## config.mk

```make
export PLATFORM = sky130hd
export DESIGN_NAME = mem_stage
export DESIGN_NICKNAME = d
export VERILOG_FILES = /design/src/rtl/mem_stage.sv
export SDC_FILE = /design/constraint.sdc
export NUM_CORES = 1
export LEC_CHECK = 0
export BUFFER_PORTS_ARGS = -buffer_cell sky130_fd_sc_hd__buf_2
export CORE_ASPECT_RATIO = 1.1
export CORE_UTILIZATION = 49
export DETAILED_ROUTE_END_ITERATION = 8
export HOLD_SLACK_MARGIN = 0.06
export MAX_ROUTING_LAYER = met4
export PLACE_DENSITY_LB_ADDON = 0.25
export SLEW_MARGIN = 10
export SYNTH_ARGS = -nofsm -noshare
export SYNTH_HDL_FRONTEND = slang
export SYNTH_SLANG_ARGS = --single-unit
```

## constraint.sdc

```tcl
create_clock -name clk -period 2.53 [get_ports clk]
set_input_delay 0.3795 -clock clk [delete_from_list [all_inputs] [get_ports clk]]
set_output_delay 0.3795 -clock clk [all_outputs]
set_load 0.02 [all_outputs]
```

## src/rtl/mem_stage.sv

```systemverilog
// Memory-access stage: non-memory ops pass straight through, loads/stores run
// one req/ack bus transaction with pipeline stall, lane extraction and timeout.
module mem_stage #(
  parameter int DATA_W  = 32,
  parameter int REG_AW  = 5,
  parameter int TIMEOUT = 255
) (
  input  logic              clk,
  input  logic              rst,
  input  logic [DATA_W-1:0] ex_wdata,
  input  logic [REG_AW-1:0] ex_wd,
  input  logic              ex_wreg,
  input  logic [3:0]        ex_memop,
  input  logic [31:0]       ex_mem_addr,
  input  logic [DATA_W-1:0] ex_store_data,
  output logic              dbus_req,
  output logic              dbus_we,
  output logic [31:0]       dbus_addr,
  output logic [3:0]        dbus_be,
  output logic [DATA_W-1:0] dbus_wdata,
  input  logic              dbus_ack,
  input  logic [DATA_W-1:0] dbus_rdata,
  output logic [DATA_W-1:0] mem_wdata,
  output logic [REG_AW-1:0] mem_wd,
  output logic              mem_wreg,
  output logic              stall_req,
  output logic              misalign,
  output logic              bus_err
);

  localparam logic [3:0] OP_LB  = 4'd1;
  localparam logic [3:0] OP_LBU = 4'd2;
  localparam logic [3:0] OP_LH  = 4'd3;
  localparam logic [3:0] OP_LHU = 4'd4;
  localparam logic [3:0] OP_LW  = 4'd5;
  localparam logic [3:0] OP_SB  = 4'd6;
  localparam logic [3:0] OP_SH  = 4'd7;
  localparam logic [3:0] OP_SW  = 4'd8;
  localparam logic [7:0] LP_CNT_LAST = 8'(TIMEOUT - 1);

  typedef enum logic [1:0] {S_IDLE, S_WAIT, S_DONE} state_t;

  state_t            r_state, w_next;
  logic [7:0]        r_cnt;
  logic [3:0]        r_op;
  logic [1:0]        r_lane;
  logic              r_abort;
  logic [DATA_W-1:0] r_rdata;
  logic              r_req, r_we, r_bus_err;
  logic [31:0]       r_addr;
  logic [3:0]        r_be;
  logic [DATA_W-1:0] r_wdata;

  logic              w_is_ld, w_is_st, w_mem, w_aligned, w_r_ld, w_limit;
  logic [1:0]        w_size;
  logic [3:0]        w_be;
  logic [DATA_W-1:0] w_wdata, w_ext;
  logic [7:0]        w_byte;
  logic [15:0]       w_half;

  // Decode the EX/MEM request: size, alignment, byte enables, replicated data
  always_comb begin
    w_is_ld   = 1'b0;
    w_is_st   = 1'b0;
    w_size    = 2'd0;
    w_aligned = 1'b1;
    w_be      = 4'b0000;
    w_wdata   = '0;
    case (ex_memop)
      OP_LB, OP_LBU: begin w_is_ld = 1'b1; w_size = 2'd0; end
      OP_LH, OP_LHU: begin w_is_ld = 1'b1; w_size = 2'd1; end
      OP_LW:         begin w_is_ld = 1'b1; w_size = 2'd2; end
      OP_SB:         begin w_is_st = 1'b1; w_size = 2'd0; end
      OP_SH:         begin w_is_st = 1'b1; w_size = 2'd1; end
      OP_SW:         begin w_is_st = 1'b1; w_size = 2'd2; end
      default:       ;
    endcase
    case (w_size)
      2'd0: begin
        w_be    = 4'b0001 << ex_mem_addr[1:0];
        w_wdata = {4{ex_store_data[7:0]}};
      end
      2'd1: begin
        w_aligned = ~ex_mem_addr[0];
        w_be      = ex_mem_addr[1] ? 4'b1100 : 4'b0011;
        w_wdata   = {2{ex_store_data[15:0]}};
      end
      default: begin
        w_aligned = (ex_mem_addr[1:0] == 2'b00);
        w_be      = 4'b1111;
        w_wdata   = ex_store_data;
      end
    endcase
    if (!w_is_st) w_wdata = '0;
    w_mem = w_is_ld | w_is_st;
  end

  assign w_limit = (r_cnt == LP_CNT_LAST);
  assign w_r_ld  = (r_op >= OP_LB) && (r_op <= OP_LW);
  assign w_byte  = dbus_rdata[{r_lane, 3'b000} +: 8];
  assign w_half  = r_lane[1] ? dbus_rdata[31:16] : dbus_rdata[15:0];

  always_comb begin
    case (r_op)
      OP_LB:   w_ext = {{24{w_byte[7]}}, w_byte};
      OP_LBU:  w_ext = {24'd0, w_byte};
      OP_LH:   w_ext = {{16{w_half[15]}}, w_half};
      OP_LHU:  w_ext = {16'd0, w_half};
      default: w_ext = dbus_rdata;
    endcase
  end

  always_ff @(posedge clk) begin
    if (rst) r_state <= S_IDLE;
    else     r_state <= w_next;
  end

  always_comb begin
    w_next = r_state;
    case (r_state)
      S_IDLE:  if (w_mem && w_aligned) w_next = S_WAIT;
      S_WAIT:  if (dbus_ack || w_limit) w_next = S_DONE;
      S_DONE:  w_next = S_IDLE;
      default: w_next = S_IDLE;
    endcase
  end

  // Bus fields stay frozen from request until the next transaction starts
  always_ff @(posedge clk) begin
    if (rst) begin
      r_cnt     <= '0;
      r_op      <= '0;
      r_lane    <= '0;
      r_abort   <= 1'b0;
      r_rdata   <= '0;
      r_req     <= 1'b0;
      r_we      <= 1'b0;
      r_addr    <= '0;
      r_be      <= '0;
      r_wdata   <= '0;
      r_bus_err <= 1'b0;
    end else begin
      r_bus_err <= 1'b0;
      case (r_state)
        S_IDLE: begin
          if (w_mem && w_aligned) begin
            r_req   <= 1'b1;
            r_we    <= w_is_st;
            r_addr  <= {ex_mem_addr[31:2], 2'b00};
            r_be    <= w_be;
            r_wdata <= w_wdata;
            r_op    <= ex_memop;
            r_lane  <= ex_mem_addr[1:0];
            r_cnt   <= '0;
            r_abort <= 1'b0;
          end
        end
        S_WAIT: begin
          if (dbus_ack) begin
            r_req   <= 1'b0;
            r_rdata <= w_ext;
          end else if (w_limit) begin
            r_req     <= 1'b0;
            r_bus_err <= 1'b1;
            r_abort   <= 1'b1;
          end else begin
            r_cnt <= r_cnt + 8'd1;
          end
        end
        default: r_cnt <= '0;
      endcase
    end
  end

  assign dbus_req   = r_req;
  assign dbus_we    = r_we;
  assign dbus_addr  = r_addr;
  assign dbus_be    = r_be;
  assign dbus_wdata = r_wdata;
  assign bus_err    = r_bus_err;

  // mem_wreg must never be high while stalled: MEM/WB cannot hold
  always_comb begin
    mem_wdata = ex_wdata;
    mem_wd    = ex_wd;
    mem_wreg  = ex_wreg;
    stall_req = 1'b0;
    misalign  = 1'b0;
    if (rst) begin
      mem_wdata = '0;
      mem_wd    = '0;
      mem_wreg  = 1'b0;
    end else begin
      case (r_state)
        S_IDLE: begin
          if (w_mem) begin
            mem_wreg = 1'b0;
            if (w_aligned) stall_req = 1'b1;
            else           misalign  = 1'b1;
          end
        end
        S_WAIT: begin
          stall_req = 1'b1;
          mem_wreg  = 1'b0;
        end
        S_DONE: begin
          if (w_r_ld && !r_abort) mem_wdata = r_rdata;
          else                    mem_wreg  = 1'b0;
        end
        default: mem_wreg = 1'b0;
      endcase
    end
  end

endmodule

```

==> flow_summary_export.csv, run 1 <==
group,metric,value,unit
yosys,synth_top_family_by_area,"compound AO/OA/AOI/OAI gates",
timing,finalSetupViolCount,0,
routing,wl_met2,8630,um
worst_setup_path,crit_required,2.15,ns
worst_setup_path,cp-startpoint,"r_state[1]",
power,p_per_area,673,nW/um^2
global_route,grt_max_degree,45,
place,routabilityCongestion,0.930,
yosys,netlist_top_cells_area,"dfxtp_1 39%, a21oi_1 8.8%, nand2_1 6.7%, o21ai_0 6.0%, mux2i_1 4.1%",
yosys,synth_area_leader_cell,"dfxtp_1",
yosys,synth-edff-count,0,
worst_setup_path,cp_cell_sequence,"inv_2 -> nor4_2 -> and2_1 -> buf_6 -> nand2_1 -> a21oi_1 -> buf_2",
timing,totalNegativeSetupSlack,0,ns
min_path,worstHoldStart,"ex_mem_addr[17]",
global_route,grt_pass1_wl,28700,um
floorplan,fp.dieH,119,um
timing,period_needed,2.36,ns
timing,rsz0062_at_grt,"false",
place,post-dp-hpwl,12600,um
cells_and_area,nets,1127,
routing,drt_iter0_drc,435,
cells_and_area,layout_commonest_cell,"buf_2",
clocking,numCtsBuffers,17,
routing,vias_per_cell,5.65,
routing,num_vias,6498,
yosys,netlist_instances,758,
routing,highest_layer,"met4",
routing,wl_met3,1240,um
worst_setup_path,crit_path_max_fanout,32,
floorplan,ios,252,
cells_and_area,final_cell_mix,"248 x buf_2, 118 x dfxtp_1, 109 x nand2_1",
floorplan,die-area,12900,um^2
worst_setup_path,r2r_start,"r_state[0]",
routing,dr.pass1.iters,5,
yosys,netlist_area,6090,um^2
power,power.leakage,3.61,nW
floorplan,die_w,108,um
yosys,synth_xor_area_share,1.15,%
yosys,syn_area_per_cell,8.04,um^2
yosys,synth_cell_types,69,
worst_setup_path,worst_setup_path_start_kind,"register",
clocking,h-tree-depth,4,
global_route,track_usage,28.7,%
clocking,cts_tree,"yes",
timing,whs,0.223,ns
clocking,cts_root_buf,"clkbuf_16",
global_route,antenna_found_initial,0,
cells_and_area,final_area,8000,um^2
timing,slew_viol_final,0,
timing,clock_skew,0.00925,ns
global_route,grt_overflow_total,0,
yosys,ys_async_sr_fraction,0,%
yosys,synth-simple-area-share,19.6,%
routing,antenna_left,0,
routing,drc,0,
floorplan,row_count,42,
cells_and_area,layout-area-overhead-vs-synth,31.4,%
floorplan,start_util,50.4,%
yosys,ys_ff_latch,118,
clocking,insertion_delay,0.40,ns
worst_setup_path,end_kind,"output port",
place,io_buffers,249,
floorplan,core_area,12100,um^2
clocking,clock_sinks,118,
yosys,yosysSeqAreaShare,38.8,%
yosys,synthFlopType,"dfxtp_1",
timing,max_slew.worst_pin.slew,0.887,ns
clocking,clockBufferDepth,2,
cells_and_area,drive_gt1_share,33.5,%
routing,wl,17800,um
timing,post-route-period-util,93.5,%
timing,hold_viol,0,
yosys,synthMuxAreaShare,4.66,%
place,placed_cell_area,7370,um^2
yosys,yosysWarnings,0,
cells_and_area,utilization,66.2,%
worst_setup_path,cp.arrival,1.98,ns
cells_and_area,antenna_cells,0,
worst_setup_path,cpMaxStageDelayCell,"dfxtp_1",
worst_setup_path,worst_path_largest_cell_delay,0.38,ns
yosys,synth_fa_ha_area_share,0.411,%
run_status,status,"complete, no violations",
min_path,hp-class,"input pin to register",
place,pre_cts_ws,0.241,ns
worst_setup_path,worst-setup-path-type,"register to output port",
power,ir_drop,0.495,mV
global_route,grt_pass1_vias,5972,
timing,finalWorstSetupSlack,0.166,ns
routing,wl_met1,7600,um
timing,timing.fmax,423,MHz
job,maxCapViolCount,0,
routing,wl_per_cell,15.5,um
yosys,synth_top_cell_area_share,38.8,%
timing,slew_headroom,40.8,%
yosys,synth_compound_area_share,28.8,%
clocking,clk_pin_slew,0.05,ns
## registers in the layout (all words and copies together) (netlist names)
| signal | count |
|---|---|
| r_state | 2 |
| dbus_addr | 30 |
| r_cnt | 8 |
| r_lane | 2 |
| r_rdata | 32 |
| bus_err | 1 |
| r_abort | 1 |
| r_op | 4 |
| dbus_be | 4 |
| dbus_we | 1 |
| dbus_req | 1 |
| dbus_wdata | 32 |
## area by class of cell
type,count,area (um^2)
clock inverters,9,150
multi-input cells,563,3350
flip-flops and latches,118,2360
fillers,1130,4080
inverters,8,30.0
repair buffers,276,1460
well taps,154,193
clock buffers,22,464
## cell families after synthesis
| group | after synthesis |
|---|---|
| compound gates | 277 |
| other cells | 1 |
| simple gates | 247 |
| flops | 118 |
| buf+inv | 78 |
| mux | 27 |
| xor+xnor | 8 |
| fa+ha+maj | 2 |
## final timing paths
check / endpoint / slack [ns] / depth (start not counted)
worst max-delay path: mem_wdata[7] / 0.17 / 7
worst min-delay path: dbus_addr[17] / 0.22 / 3
worst max register to register: dbus_wdata[6] / 0.36 / 5
worst min register to register: r_rdata[4] / 0.45 / 2
## through the flow
stage                     power (mW)  cells
after detailed placement        2.92   1119
final                           5.39   1150
after floorplan                 2.61    759
after CTS                       5.42   1150
after global placement          2.92   1119
after global routing            5.63   1150
## cell usage after synthesis, types with 8 or more instances
library cell / n
nand2b_1: 9
buf_2: 13
nand2_1: 109
a21oi_1: 107
mux2i_1: 25
o2bb2ai_1: 25
buf_4: 10
a22o_1: 9
nor2_1: 29
dfxtp_1: 118
nor3_1: 14
o21ai_0: 73
nor2b_1: 10
o22a_1: 8
clkbuf_1: 33
nand3_1: 43
## where the power goes
| group | switching [mW] | total (mW) | leakage [nW] | internal [mW] |
|---|---|---|---|---|
| registers | 0.0492 | 2.00 | 0.959 | 1.95 |
| clock network | 0.803 | 2.49 | 0.296 | 1.69 |
| logic | 0.552 | 0.895 | 2.36 | 0.343 |
## repair_timing
action,CTS,global route
setup endpoints to repair,0,32
setup buffers,0,0
gates resized for setup,0,3
hold buffers,0,0
## metal layers
layer,track usage [%],up-vias
met3,5.31,24
met5,-,-
li1,-,3186
met1,36.3,3011
met2,45.5,277
met4,10.1,0
## worst max-delay path, delay by kind of cell (launching register included)
kind                   cells  cell delay (ns)
DFF                        1             0.38
buffers and inverters      3             0.48
AOI/OAI and AO/OA          1             0.12
and+or+nand+nor            3             0.59
No activity file was read; power rests on OpenSTA's default activity.
==> run 2, diff against run 1 <==
--- a/config.mk
+++ b/config.mk
@@ -5,11 +5,12 @@
 export SDC_FILE = /design/constraint.sdc
 export NUM_CORES = 1
 export LEC_CHECK = 0
+export ABC_AREA = 1
 export BUFFER_PORTS_ARGS = -buffer_cell sky130_fd_sc_hd__buf_2
 export CORE_ASPECT_RATIO = 1.1
 export CORE_UTILIZATION = 49
 export DETAILED_ROUTE_END_ITERATION = 8
-export HOLD_SLACK_MARGIN = 0.06
+export HOLD_SLACK_MARGIN = 0.03
 export MAX_ROUTING_LAYER = met4
 export PLACE_DENSITY_LB_ADDON = 0.25
 export SLEW_MARGIN = 10
==> run 2 against run 1 <==
Setup slack better by 0.022 ns. Design area rose by 3.2%. Core utilization decreased by 0.59 points. Flip-flop and latch count stayed put. Critical path depth up 3. Clock-buffer cell count decreased by 4. Critical endpoint is now mem_wdata[13]. Highest routed layer unchanged.
==> flow_summary_export.csv, run 2 <==
group,metric,value,unit
global_route,grt_max_degree,94,
global_route,track_usage,28.5,%
worst_setup_path,worst-setup-path-type,"register to output port",
global_route,grt_overflow_total,0,
yosys,synth_top_cell_area_share,37.5,%
cells_and_area,antenna_cells,0,
timing,timing.fmax,427,MHz
clocking,clk_pin_slew,0.06,ns
yosys,synth_most_common_cell,"nand2_1",
yosys,synth_area_leader_cell,"dfxtp_1",
routing,dr.pass1.iters,6,
yosys,synth_cell_types,38,
global_route,grt_use_met2,44.8,%
power,internal-power,3.75,mW
cells_and_area,layout-area-overhead-vs-synth,31.2,%
routing,wl,18700,um
clocking,insertion_delay,0.42,ns
timing,slew_headroom,51.2,%
timing,finalSetupViolCount,0,
floorplan,ios,252,
floorplan,die-area,13300,um^2
place,routabilityCongestion,0.894,
cells_and_area,final_cells,1383,
yosys,netlist_area,6300,um^2
global_route,use_met1,34.0,%
power,p_clk_share,42.2,%
yosys,ys_async_sr_fraction,0,%
timing,max_slew.worst_pin.slew,0.729,ns
power,comb_power_share,21.0,%
clocking,clock_sinks,118,
routing,vias_per_cell,5.20,
power,p_switching,1.78,mW
timing,post-route-period-util,92.6,%
power,power.share.switching,32.1,%
cells_and_area,final_area,8260,um^2
global_route,antenna_found_initial,0,
min_path,worstHoldPathCells,2,
clocking,numCtsBuffers,17,
timing,clock_skew,0.00838,ns
global_route,grt_util_met3,6.50,%
clocking,post_cts_buffers,0,
power,power.leakage,4.01,nW
timing,hold_viol,0,
routing,drc,0,
worst_setup_path,r2r_start,"r_op[0]",
yosys,ys_ff_latch,118,
yosys,netlist_top_cells_area,"dfxtp_1 38%, nand2_1 17%, a21oi_1 10%, o21ai_0 6.8%, nor2_1 6.0%",
floorplan,die_w,110,um
worst_setup_path,reg2regPathDepth,10,
worst_setup_path,crit_path_max_fanout,21,
min_path,worstHoldStart,"dbus_ack",
worst_setup_path,crit_required,2.15,ns
power,p_per_area,669,nW/um^2
yosys,syn_area_per_cell,6.37,um^2
global_route,grt_busiest_layer,"met2",
yosys,synthFlopType,"dfxtp_1",
yosys,yosys-top-cells-count,"282 x nand2_1, 128 x a21oi_1, 118 x dfxtp_1",
place,io_buffers,249,
place,placed_cell_area,7650,um^2
timing,period_needed,2.34,ns
global_route,grt_pass1_wl,28700,um
power,ir_drop,0.424,mV
cells_and_area,drive_gt1_share,26.8,%
cells_and_area,layout_commonest_cell,"nand2_1",
floorplan,start_util,50.0,%
worst_setup_path,worst_setup_path_start_kind,"register",
worst_setup_path,cp.arrival,1.96,ns
cells_and_area,nets,1356,
job,maxCapViolCount,0,
worst_setup_path,timing.rr.end,"r_rdata[12]",
cells_and_area,final_cell_mix,"282 x nand2_1, 249 x buf_2, 128 x a21oi_1",
power,p_seq_share,36.8,%
yosys,netlist_instances,989,
routing,num_vias,7194,
clocking,clockBufferDepth,2,
routing,drt_iter0_drc,447,
clocking,cts_tree,"yes",
yosys,yosysWarnings,0,
place,post-dp-hpwl,12900,um
run_status,status,"complete, no violations",
clocking,cts_root_buf,"clkbuf_16",
clocking,h-tree-depth,4,
min_path,min_to,"bus_err",
power,power.total,5.53,mW
global_route,grt_pass1_vias,6133,
yosys,yosysSeqAreaShare,37.5,%
clocking,holdBufCountCts,0,
place,dpl.cell_count,1350,
timing,slew_viol_final,0,
worst_setup_path,end_kind,"output port",
min_path,hp-class,"input pin to register",
floorplan,fp.dieH,121,um
clocking,ctsResizeCount,0,
yosys,synth-edff-count,0,
floorplan,row_count,43,
worst_setup_path,r2r_slack,0.47,ns
timing,totalNegativeSetupSlack,0,ns
routing,antenna_left,0,
floorplan,core_area,12600,um^2
routing,wl_per_cell,13.5,um
==> run 2: cells by family after synthesis <==
family                   share of synthesized area [%]
AO/OA/AOI/OAI                                     20.8
XOR/XNOR                                         0.278
adder cells (fa/ha/maj)                          0.397
buffers and inverters                             9.87
flip-flops                                        37.5
other                                           0.0595
AND/OR/NAND/NOR                                   31.1
==> run 2: stage by stage <==
step	util, %	hold WS, ns	setup slack [ns]
floorplan	-	0.442	0.542
global placement	60.8	0.443	0.495
detailed placement	60.8	0.443	0.455
CTS	65.3	0.160	0.0304
global route	65.6	0.150	-0.0262
finish	65.6	0.165	0.187
==> run 2: worst max-delay path: stages, from the launching register on <==
cell and delay [ns]:
dfxtp_1 0.36, inv_1 0.10, nand2_1 0.11, nand2_1 0.07
o21ai_0 0.09, nand2_1 0.10, inv_2 0.12, buf_12 0.16
o21ai_0 0.08, a21oi_1 0.16, buf_2 0.19
==> run 2: power by group through the flow <==
stage          combinational (mW)  clock, mW  sequential (mW)
2_1_floorplan               0.698          0             2.13
3_3_place_gp                 1.15          0             2.07
3_5_place_dp                 1.16          0             2.07
4_1_cts                      1.16       2.35             2.03
5_1_grt                      1.30       2.47             2.04
6_report                     1.16       2.33             2.03
==> run 2: worst max-delay path by stage <==
stage,from,endpoint,slack [ns],cells after the start
final,r_op[0],mem_wdata[13],0.19,10
after global routing,r_op[2],mem_wdata[13],-0.03,9
after global placement,r_op[1],mem_wdata[14],0.50,10
after floorplan,r_op[1],mem_wdata[10],0.54,9
after CTS,r_op[1],mem_wdata[14],0.03,10
after detailed placement,ex_memop[1],dbus_addr[6],0.46,9
==> run 2: per-layer routing <==
layer / share of wire [%] / vias to the layer above
met5: 0 / -
met4: 3.8 / 0
met3: 7.8 / 51
met2: 47 / 320
met1: 41 / 3154
li1: - / 3669
==> run 2: cell type report <==
type	count	area [um^2]
clock buffers	18	429
clock inverters	14	143
fillers	1183	4330
inverters	87	327
multi-input cells	722	3330
flip-flops and latches	118	2360
well taps	157	196
repair buffers	267	1470
